$ cat src/rtl/dmrs_phase_sequencer.sv
// DMRS phase-ramp sequencer: drives a shared sin/cos LUT with
// phase_init + n*phase_step and registers the LUT result into a valid/ready stage.
module dmrs_phase_sequencer #(
  parameter int WIDTH = 9,
  parameter int LEN_W = 12
) (
  input  logic             clk,
  input  logic             rst,
  input  logic             start,
  input  logic [14:0]      phase_init,
  input  logic [14:0]      phase_step,
  input  logic [LEN_W-1:0] seq_len,
  output logic             busy,
  output logic             done,
  output logic [14:0]      lut_phase,
  input  logic [WIDTH-1:0] lut_sin,
  input  logic [WIDTH-1:0] lut_cos,
  output logic             out_valid,
  input  logic             out_ready,
  output logic [WIDTH-1:0] out_sin,
  output logic [WIDTH-1:0] out_cos,
  output logic [LEN_W-1:0] out_idx,
  output logic             out_last
);

  typedef enum logic [1:0] {
    IDLE,
    RUN,
    DRAIN,
    FIN
  } state_t;

  state_t           state;
  logic [14:0]      acc;
  logic [14:0]      step_q;
  logic [LEN_W-1:0] len_q;
  logic [LEN_W-1:0] cnt;
  logic [LEN_W-1:0] last_cnt;
  logic             issue;
  logic             hs;

  // Index of the final sample of the latched run.
  assign last_cnt  = len_q - LEN_W'(1);

  // A slot is free when nothing is held or the held sample leaves now.
  assign issue     = (state == RUN) && (!out_valid || out_ready);
  assign hs        = out_valid && out_ready;

  // The LUT is addressed straight from the accumulator.
  assign lut_phase = acc;

  // Control FSM, phase/index counters and the registered output stage.
  always_ff @(posedge clk) begin
    if (rst) begin
      state     <= IDLE;
      busy      <= 1'b0;
      done      <= 1'b0;
      acc       <= '0;
      step_q    <= '0;
      len_q     <= '0;
      cnt       <= '0;
      out_valid <= 1'b0;
      out_last  <= 1'b0;
      out_sin   <= '0;
      out_cos   <= '0;
      out_idx   <= '0;
    end else begin
      done <= 1'b0;
      unique case (state)
        IDLE: begin
          if (start) begin
            busy   <= 1'b1;
            step_q <= phase_step;
            len_q  <= seq_len;
            if (seq_len != '0) begin
              acc   <= phase_init;
              cnt   <= '0;
              state <= RUN;
            end else begin
              state <= FIN;
            end
          end
        end
        RUN: begin
          if (issue) begin
            out_sin   <= lut_sin;
            out_cos   <= lut_cos;
            out_idx   <= cnt;
            out_last  <= (cnt == last_cnt);
            out_valid <= 1'b1;
            acc       <= acc + step_q;
            cnt       <= cnt + LEN_W'(1);
            if (cnt == last_cnt) begin
              state <= DRAIN;
            end
          end
        end
        DRAIN: begin
          if (hs && out_last) begin
            out_valid <= 1'b0;
            out_last  <= 1'b0;
            done      <= 1'b1;
            state     <= FIN;
          end
        end
        FIN: begin
          // An empty run arrives here with done low and spends one
          // extra cycle so its pulse lands one edge after the start.
          if (done) begin
            busy  <= 1'b0;
            state <= IDLE;
          end else begin
            done <= 1'b1;
          end
        end
        default: begin
          state <= IDLE;
        end
      endcase
    end
  end

endmodule

$ cat config.mk
export PLATFORM = sky130hd
export DESIGN_NAME = dmrs_phase_sequencer
export DESIGN_NICKNAME = d
export VERILOG_FILES = /design/src/rtl/dmrs_phase_sequencer.sv
export SDC_FILE = /design/constraint.sdc
export NUM_CORES = 1
export LEC_CHECK = 0
export CAP_MARGIN = 15
export CORE_UTILIZATION = 50
export CTS_CLUSTER_SIZE = 25
export DETAILED_ROUTE_END_ITERATION = 12
export PLACE_DENSITY = 0.81
export SLEW_MARGIN = 20
export SYNTH_ARGS = -nofsm -noshare
export SYNTH_HDL_FRONTEND = slang
export SYNTH_SLANG_ARGS = --single-unit
$ cat constraint.sdc
create_clock -name clk -period 3.04 [get_ports clk]
set_input_delay 0.608 -clock clk [delete_from_list [all_inputs] [get_ports clk]]
set_output_delay 0.608 -clock clk [all_outputs]
set_load 0.1 [all_outputs]
After elaboration in Yosys (flattened, before gate mapping). Cells that the tools add are included.

RAM bits: 0. Latch bits: 0. Memories: 0. Bits in read-only memories: 0. Word-level logic and storage cells: 67. Register bits after elaboration: 90. Output and inout port bits: 49. Input bits: 64.

Divide/modulo/power cells: 0. Bitwise operators: 0. Shift operators: 0. Reduce and logical (&&, ||, !) cells: 16. $add $sub $neg: 3. Equal/unequal tests: 10. Magnitude comparators: 0. Mux-type cells: 26. Multiply operators: 0.

Operators by type and width (count): $mux W15 (3); $mux W12 (3); $pmux W15 S2 (1); $pmux W12 S2 (1); $add A15 B15 Y15 (1); $add A12 B1 Y12 const B (1); $eq A12 B12 Y1 (1); $mux W2 (6); $reduce_bool A12 Y1 (1); $sub A12 B1 Y12 const B (1); $ne A2 B2 Y1 const B (5); $pmux W1 S2 (4); $pmux W2 S4 (1); $mux W1 (7); $reduce_and A3 Y1 (2); $reduce_bool A2 Y1 (3); $reduce_and A5 Y1 (1); $eq A2 B2 Y1 const B (2); $reduce_and A2 Y1 (2); $reduce_and A4 Y1 (1); $logic_and A1 B1 Y1 (3); $eq A2 B1 Y1 const B (1); $logic_not A2 Y1 (1); $ne A2 B1 Y1 const B (1); 2 further kinds (2).

Depth between registers and ports, before layout. Gate-level depths: netlist of the first run.

Depth after elaboration: 5. Mapped depth: 11. Gate-level depth less buffers: 10.

Worst setup path before layout of the first run. OpenSTA, ideal clock, no wires.

Kind: reg-to-reg. From: register acc[0] (netlist: lut_phase[0]). To: register acc[14] (netlist: lut_phase[14]). Data required time: 2.966 ns. Period minus slack after synthesis: 2.934 ns. Path buffers: 0. Setup time: 0.074 ns. Stages on the path, launching flop included: 11. Setup slack: 0.106 ns. Arrival: 2.859 ns. Path through: dfxtp_1 -> ha_1 -> inv_1 -> fa_1 -> nor2b_1 -> o31a_1 -> o21ba_2 -> o22ai_1 -> xor2_1 -> or3_1 -> a31oi_1.

Word-level cells in the longest chain between the ends: 3.

RTL lines: start, declared (line 34) `logic [14:0] acc;`; start signal, assigned (line 76) `acc <= phase_init;`; start signal, assigned (line 91) `acc <= acc + step_q;`; $add A15 B15 Y15 (line 91); $mux W15 (line 85) `if (issue) begin`; $pmux W15 S2 (line 69) `unique case (state)`.

Every way passes these cells. The select of a mux whose other input is x is not followed. A chain may end at the register's enable or synchronous reset.

Worst setup path after layout of the first run.
From: register acc[1] (netlist: lut_phase[1]). To: register acc[13] (netlist: lut_phase[13]).

The elaborated chain is that of the path after synthesis.

==> results of run 1 <==
[cells in the mapped netlist (all sizes together), types with 4 or more instances]
| cell type | number | share of area |
|---|---|---|
| a211oi | 15 | 0.027 |
| a21oi | 77 | 0.084 |
| buf | 5 | 0.0058 |
| clkbuf | 24 | 0.020 |
| dfxtp | 90 | 0.39 |
| ha | 20 | 0.055 |
| inv | 14 | 0.012 |
| mux2i | 12 | 0.026 |
| nand2 | 136 | 0.11 |
| nand2b | 4 | 0.0055 |
| nand3 | 9 | 0.0099 |
| nand4 | 8 | 0.011 |
| nor2 | 39 | 0.032 |
| nor2b | 6 | 0.0082 |
| nor3 | 10 | 0.011 |
| nor4 | 6 | 0.0096 |
| o21a | 6 | 0.0099 |
| o21ai | 17 | 0.019 |
| or3 | 6 | 0.0082 |
| xnor2 | 17 | 0.033 |
| xor2 | 13 | 0.025 |
[kinds of logic (layout without fill, tap and decap cells)]
group	count (synthesis)	in the layout	share of synthesized area
multiplexers	14	14	0.03123
AO/OA/AOI/OAI	140	140	0.1882
adder cells (fa/ha/maj)	21	21	0.05916
flip-flops	90	90	0.3944
buffers and inverters	43	150	0.03698
AND/OR/NAND/NOR	240	240	0.2325
XOR/XNOR	30	30	0.05752
[state kept, by name, summed over array words and instances, names as in the netlist]
signal and count:
out_last 1, out_valid 1, out_idx 12, lut_phase 15, step_q 15, done 1, out_cos 9, state 2
busy 1, len_q 12, cnt 12, out_sin 9
[final cells by class]
type | instances | area, sq um | area share
Tap cell | 108 | 135.1 | 0.02295
Clock buffer | 9 | 123.9 | 0.02104
Clock inverter | 7 | 98.84 | 0.01679
Sequential cell | 90 | 1802 | 0.3060
Multi-Input combinational cell | 445 | 2610 | 0.4433
Inverter | 14 | 52.55 | 0.008925
Timing Repair Buffer | 120 | 1066 | 0.1810
[critical path, delay by kind of cell (launching register included)]
kind / cells / cell delay (ns)
AND/OR/NAND/NOR: 1 / 0.10
AO/OA/AOI/OAI: 6 / 1.81
adder cells (fa/ha/maj): 1 / 0.32
flip-flops: 1 / 0.35
[through the flow]
step | setup slack [ns] | power [mW] | hold WS [ns] | instances | utilization
global route | 0.1076 | 5.725 | 0.4851 | 793 | 0.6719
detailed placement | 0.2292 | 4.491 | 0.4482 | 777 | 0.6459
global placement | 0.3349 | 4.417 | 0.4435 | 777 | 0.6459
floorplan | 0.1061 | 3.815 | 0.4400 | 578 | -
finish | 0.3216 | 5.410 | 0.4575 | 793 | 0.6719
CTS | 0.4011 | 5.425 | 0.4625 | 793 | 0.6713
[per-layer routing]
metal  GRT usage  vias to the layer above  part of all wire
met4      0.1052                        0             0.018
met3     0.03237                       18             0.047
li1            -                     2200                 -
met2      0.4142                      135              0.49
met1      0.3245                     2041              0.45
met5           0                        -                 0
[worst max-delay path by stage]
stage / to / slack [ns] / cells past startpoint
floorplan: lut_phase[14] / 0.11 / 10
global placement: cnt[9] / 0.33 / 8
detailed placement: cnt[9] / 0.23 / 8
CTS: cnt[9] / 0.40 / 7
global route: cnt[9] / 0.11 / 8
finish: lut_phase[13] / 0.32 / 8
[power groups by stage]
stage	combinational, mW	sequential, mW	clock, mW
after global placement	2.82	1.60	0
final	2.90	1.59	0.917
after CTS	2.91	1.58	0.934
after floorplan	1.27	2.54	0
after detailed placement	2.88	1.61	0
after global routing	3.12	1.62	0.986
==> metrics, run 1 <==
MaxCap Viol Count=0; WS Path Type=reg -> reg; Synth Warn #=0; Area growth syn-to-layout=28.90%; register area share after synthesis=0.3944; Post-CTS Hold Buffers=0; via count=4,394; Worst R2R Setup Slack=0.32 ns; Cell Area, Synth=4568 sq um; post-route ant nets=0; endpoint type of the worst setup path=flip-flop; drt first pass iters=4; final hold violations=0; FILL cells=754; setup TNS=0 ns; Core Area=8763 sq um; Clock power frac=0.170; Mean Syn Cell Area=7.903 sq um; FF+latch count, synth=90; IO Count=113; drt via density=5.541; cts bufs inserted=9; Total GRT Usage=0.2491; initial DRC count=215; Pins Over Slew Limit=0; CTS tree=done; HP Start=out_sin[1]; sw power=2.690 mW; n_diodes=0; Post-synth top flop=dfxtp_1; setup bufs post-CTS=0; global-route wire length before repair=19.57 mm; WL/cell=14.47 um; die area=9523 sq um; most frequent cells in the layout=nand2_1, dfxtp_1, a21oi_1; number of global-route vias before repair=4,254; RSZ-0062 raised after global routing=no; placed inst area=5660 sq um; post-synth cell types=50; Initial Util=0.5213; Clock Skew=0.009941 ns; layout cells sized above 1=0.1241; Rows=34; crit path from=lut_phase[1]; final worst path period share=0.8942; r2r endpoint=lut_phase[13]; CP max FO=4; FFs w/ async S/R, synth=0; CP Launch Type=flip-flop; Tightest Pin Transition=0.7104 ns; GRT overflow=0; DRC Markers=0; H-tree depth=3; Sw Ratio=0.4973; clock root buffer=clkbuf_8; Seq pwr share=0.294; Worst Path Required=3.27 ns; worst reg2reg startpoint=lut_phase[1]; initial antenna violation count=0; Pwr Density=918.8 nW/um^2; worst hold path type=reg -> reg; Die Y=97.59 um; Final Net Count=765; RePlAce Congestion=0.8719; most used cell, CP=a211oi_1; Hold Path Stages=2; fmax=367.9 MHz; R2R depth=8; Comb pwr share=0.537; max incr delay on CP=0.45 ns; clk_lat worst skew=0.36 ns; fin area=5888 sq um; Slowest cell on crit path=a2111oi_0; Clock transition at path regs=0.09 ns; Post-synth EDFFs=0; Hold EP=out_sin[1]; largest net degree at the start of global routing=64; VDD IR max=0.0007450 V; clock period minus worst slack=2.718 ns; Syn Inst Count=578; Int Pwr=2.720 mW; CTS Sinks=90; final HPWL from detailed placement=8.238 mm; clk buf depth=2; Slew HR=0.5235; Syn Nets=663; IO buf count=112; CP arrival=2.95 ns; Critical Path, Cell by Cell=ha_1 > a211oi_1 > o21ai_0 > a211oi_1 > o21bai_1 > a21o_1 > a2111oi_0 > nor4b_1; commonest non-fill, non-tap cell in the layout=nand2_1; final setup fails=0; outcome=finished, final reports clean; LEAKAGE=2.310 nW; final wirelength=11.47 mm; die width=97.59 um; post-cts resize count=0
(Power assumes the default switching activity.)
==> inputs of run 2 (changes only) <==
CORE_UTILIZATION = 51   (was 50)
CTS_BUF_LIST = sky130_fd_sc_hd__clkbuf_4 sky130_fd_sc_hd__clkbuf_8   (was default)
PLACE_DENSITY = 0.82   (was 0.81)
REMOVE_ABC_BUFFERS = 1   (was default)
==> run 2 against run 1 <==
Compared with the run above:
- register-to-register slack improved by 0.06 ns
- sequential share of layout area increased by 0.12 points
- setup slack improved by 0.059 ns
- highest routed layer unchanged
- largest cell class unchanged
==> metrics, run 2 (synthesis gave the netlist of run 1 again) <==
die width=96.64 um; GRT overflow=0; VDD IR max=0.0007204 V; commonest non-fill, non-tap cell in the layout=nand2_1; drt first pass iters=4; CTS tree=done; CP max FO=17; HP Start=out_sin[5]; IO buf count=112; pre-CTS WS=0.2427 ns; endpoint type of the worst setup path=flip-flop; RSZ-0062 raised after global routing=no; drt via density=5.622; Worst R2R Setup Slack=0.38 ns; RePlAce Congestion=0.8855; final setup fails=0; Rows=34; LEAKAGE=2.294 nW; Slowest cell on crit path=ha_1; Hold Path Stages=2; Clock transition at path regs=0.10 ns; FILL cells=729; Core Area=8678 sq um; Tightest Pin Transition=0.7866 ns; post-route ant nets=0; Hold EP=out_sin[5]; global-route wire length before repair=19.27 mm; WL/cell=14.39 um; Clock Skew=0.01113 ns; CTS Sinks=90; worst hold path type=reg -> reg; WS Path Type=reg -> reg; CP Launch Type=flip-flop; Pwr Density=910.1 nW/um^2; IO Count=113; die area=9339 sq um; Initial Util=0.5264; final HPWL from detailed placement=8.350 mm; Total GRT Usage=0.2469; worst reg2reg startpoint=state[1]; placed cells=777; Critical Path, Cell by Cell=inv_1 > ha_1 > a21oi_1 > a211oi_4 > buf_4 > nand2_1 > a2111oi_0 > nor4b_1; final hold violations=0; largest net degree at the start of global routing=52; Final Net Count=765; final wirelength=11.41 mm; Sequential cell area=1802 sq um; clk buf depth=2; Area growth syn-to-layout=28.38%; footprint of the multi-input gates=2610 sq um; H-tree depth=3; via count=4,458; CP arrival=2.88 ns; DRC Markers=0; clock period minus worst slack=2.659 ns; outcome=finished, final reports clean; number of global-route vias before repair=4,301; clock root buffer=clkbuf_8; Setup WS post-layout=0.3806 ns; Pins Over Slew Limit=0; Die Y=96.64 um; MaxCap Viol Count=0; setup bufs post-CTS=0; initial antenna violation count=0; cts bufs inserted=9; final worst path period share=0.8748; r2r endpoint=lut_phase[13]; n_diodes=0; clk_lat worst skew=0.36 ns; post-cts resize count=0; most frequent cells in the layout=nand2_1, dfxtp_1, a21oi_1; Non-Filler Instances=793; layout cells sized above 1=0.1241; Slew HR=0.4725; R2R depth=8; power after layout=5.337 mW; Post-CTS Hold Buffers=0; Worst Path Required=3.26 ns; initial DRC count=191; fmax=376.0 MHz; max incr delay on CP=0.61 ns
run 2: cell types whose count changed in the layout (fill, tap and decap cells not counted):
cell | previous run | this run
clkinvlp_4 | 1 | 2
buf_12 | 1 | 0
buf_4 | 56 | 57
clkinv_4 | 0 | 1
inv_6 | 3 | 2
bufinv_16 | 2 | 1
clkinv_8 | 0 | 1
clkinv_2 | 1 | 0
run 2: where the power goes:
part           switching (mW)  leakage, nW  internal, mW
Clock                   0.465       0.0992         0.394
Sequential              0.197        0.735          1.39
Combinational            2.03         1.46         0.853
Total                    2.70         2.29          2.64
run 2: routing by layer:
metal	routed length, um	global-route usage
met1	4935	0.3008
met5	0	0
met2	5654	0.4290
met4	220	0.08840
met3	599	0.05130
run 2: worst max path at each step:
stage / from / endpoint / slack (ns) / cells after the start
6_report: state[1] / lut_phase[13] / 0.38 / 8
5_1_grt: state[1] / lut_phase[14] / 0.15 / 8
4_1_cts: state[1] / lut_phase[14] / 0.44 / 8
3_5_place_dp: seq_len[11] / lut_phase[11] / 0.24 / 8
3_3_place_gp: start / lut_phase[14] / 0.33 / 8
2_1_floorplan: state[0] / cnt[9] / -0.43 / 9
run 2: layout make-up:
class / instances / share of cell area
timing repair buffer: 120 / 0.1796
tap: 108 / 0.02304
sequential: 90 / 0.3072
multi-input combinational: 445 / 0.4451
inverter: 14 / 0.008961
clock inverter: 7 / 0.01493
clock buffer: 9 / 0.02112
run 2: critical path, delay by kind of cell, from the launching register on:
family	cells	cell delay [ns]
AO/OA/AOI/OAI	3	0.99
adder cells (fa/ha/maj)	1	0.61
buffers and inverters	2	0.36
flip-flops	1	0.36
AND/OR/NAND/NOR	2	0.21
run 2: per-stage QoR:
stage	TNS [ns]	utilization	cell area, sq um	hold WS (ns)
after global placement	0	0.6508	5648	0.4427
after floorplan	-2.766	-	4452	0.4340
after detailed placement	0	0.6514	5653	0.4477
after CTS	0	0.6758	5864	0.4625
final	0	0.6758	5864	0.4603
after global routing	0	0.6758	5864	0.4760
==> inputs of run 3 (changes only) <==
CAP_MARGIN = default   (was 15)
==> results of run 3 <==
The final DEF is identical to that of run 2; final timing and power are the same.
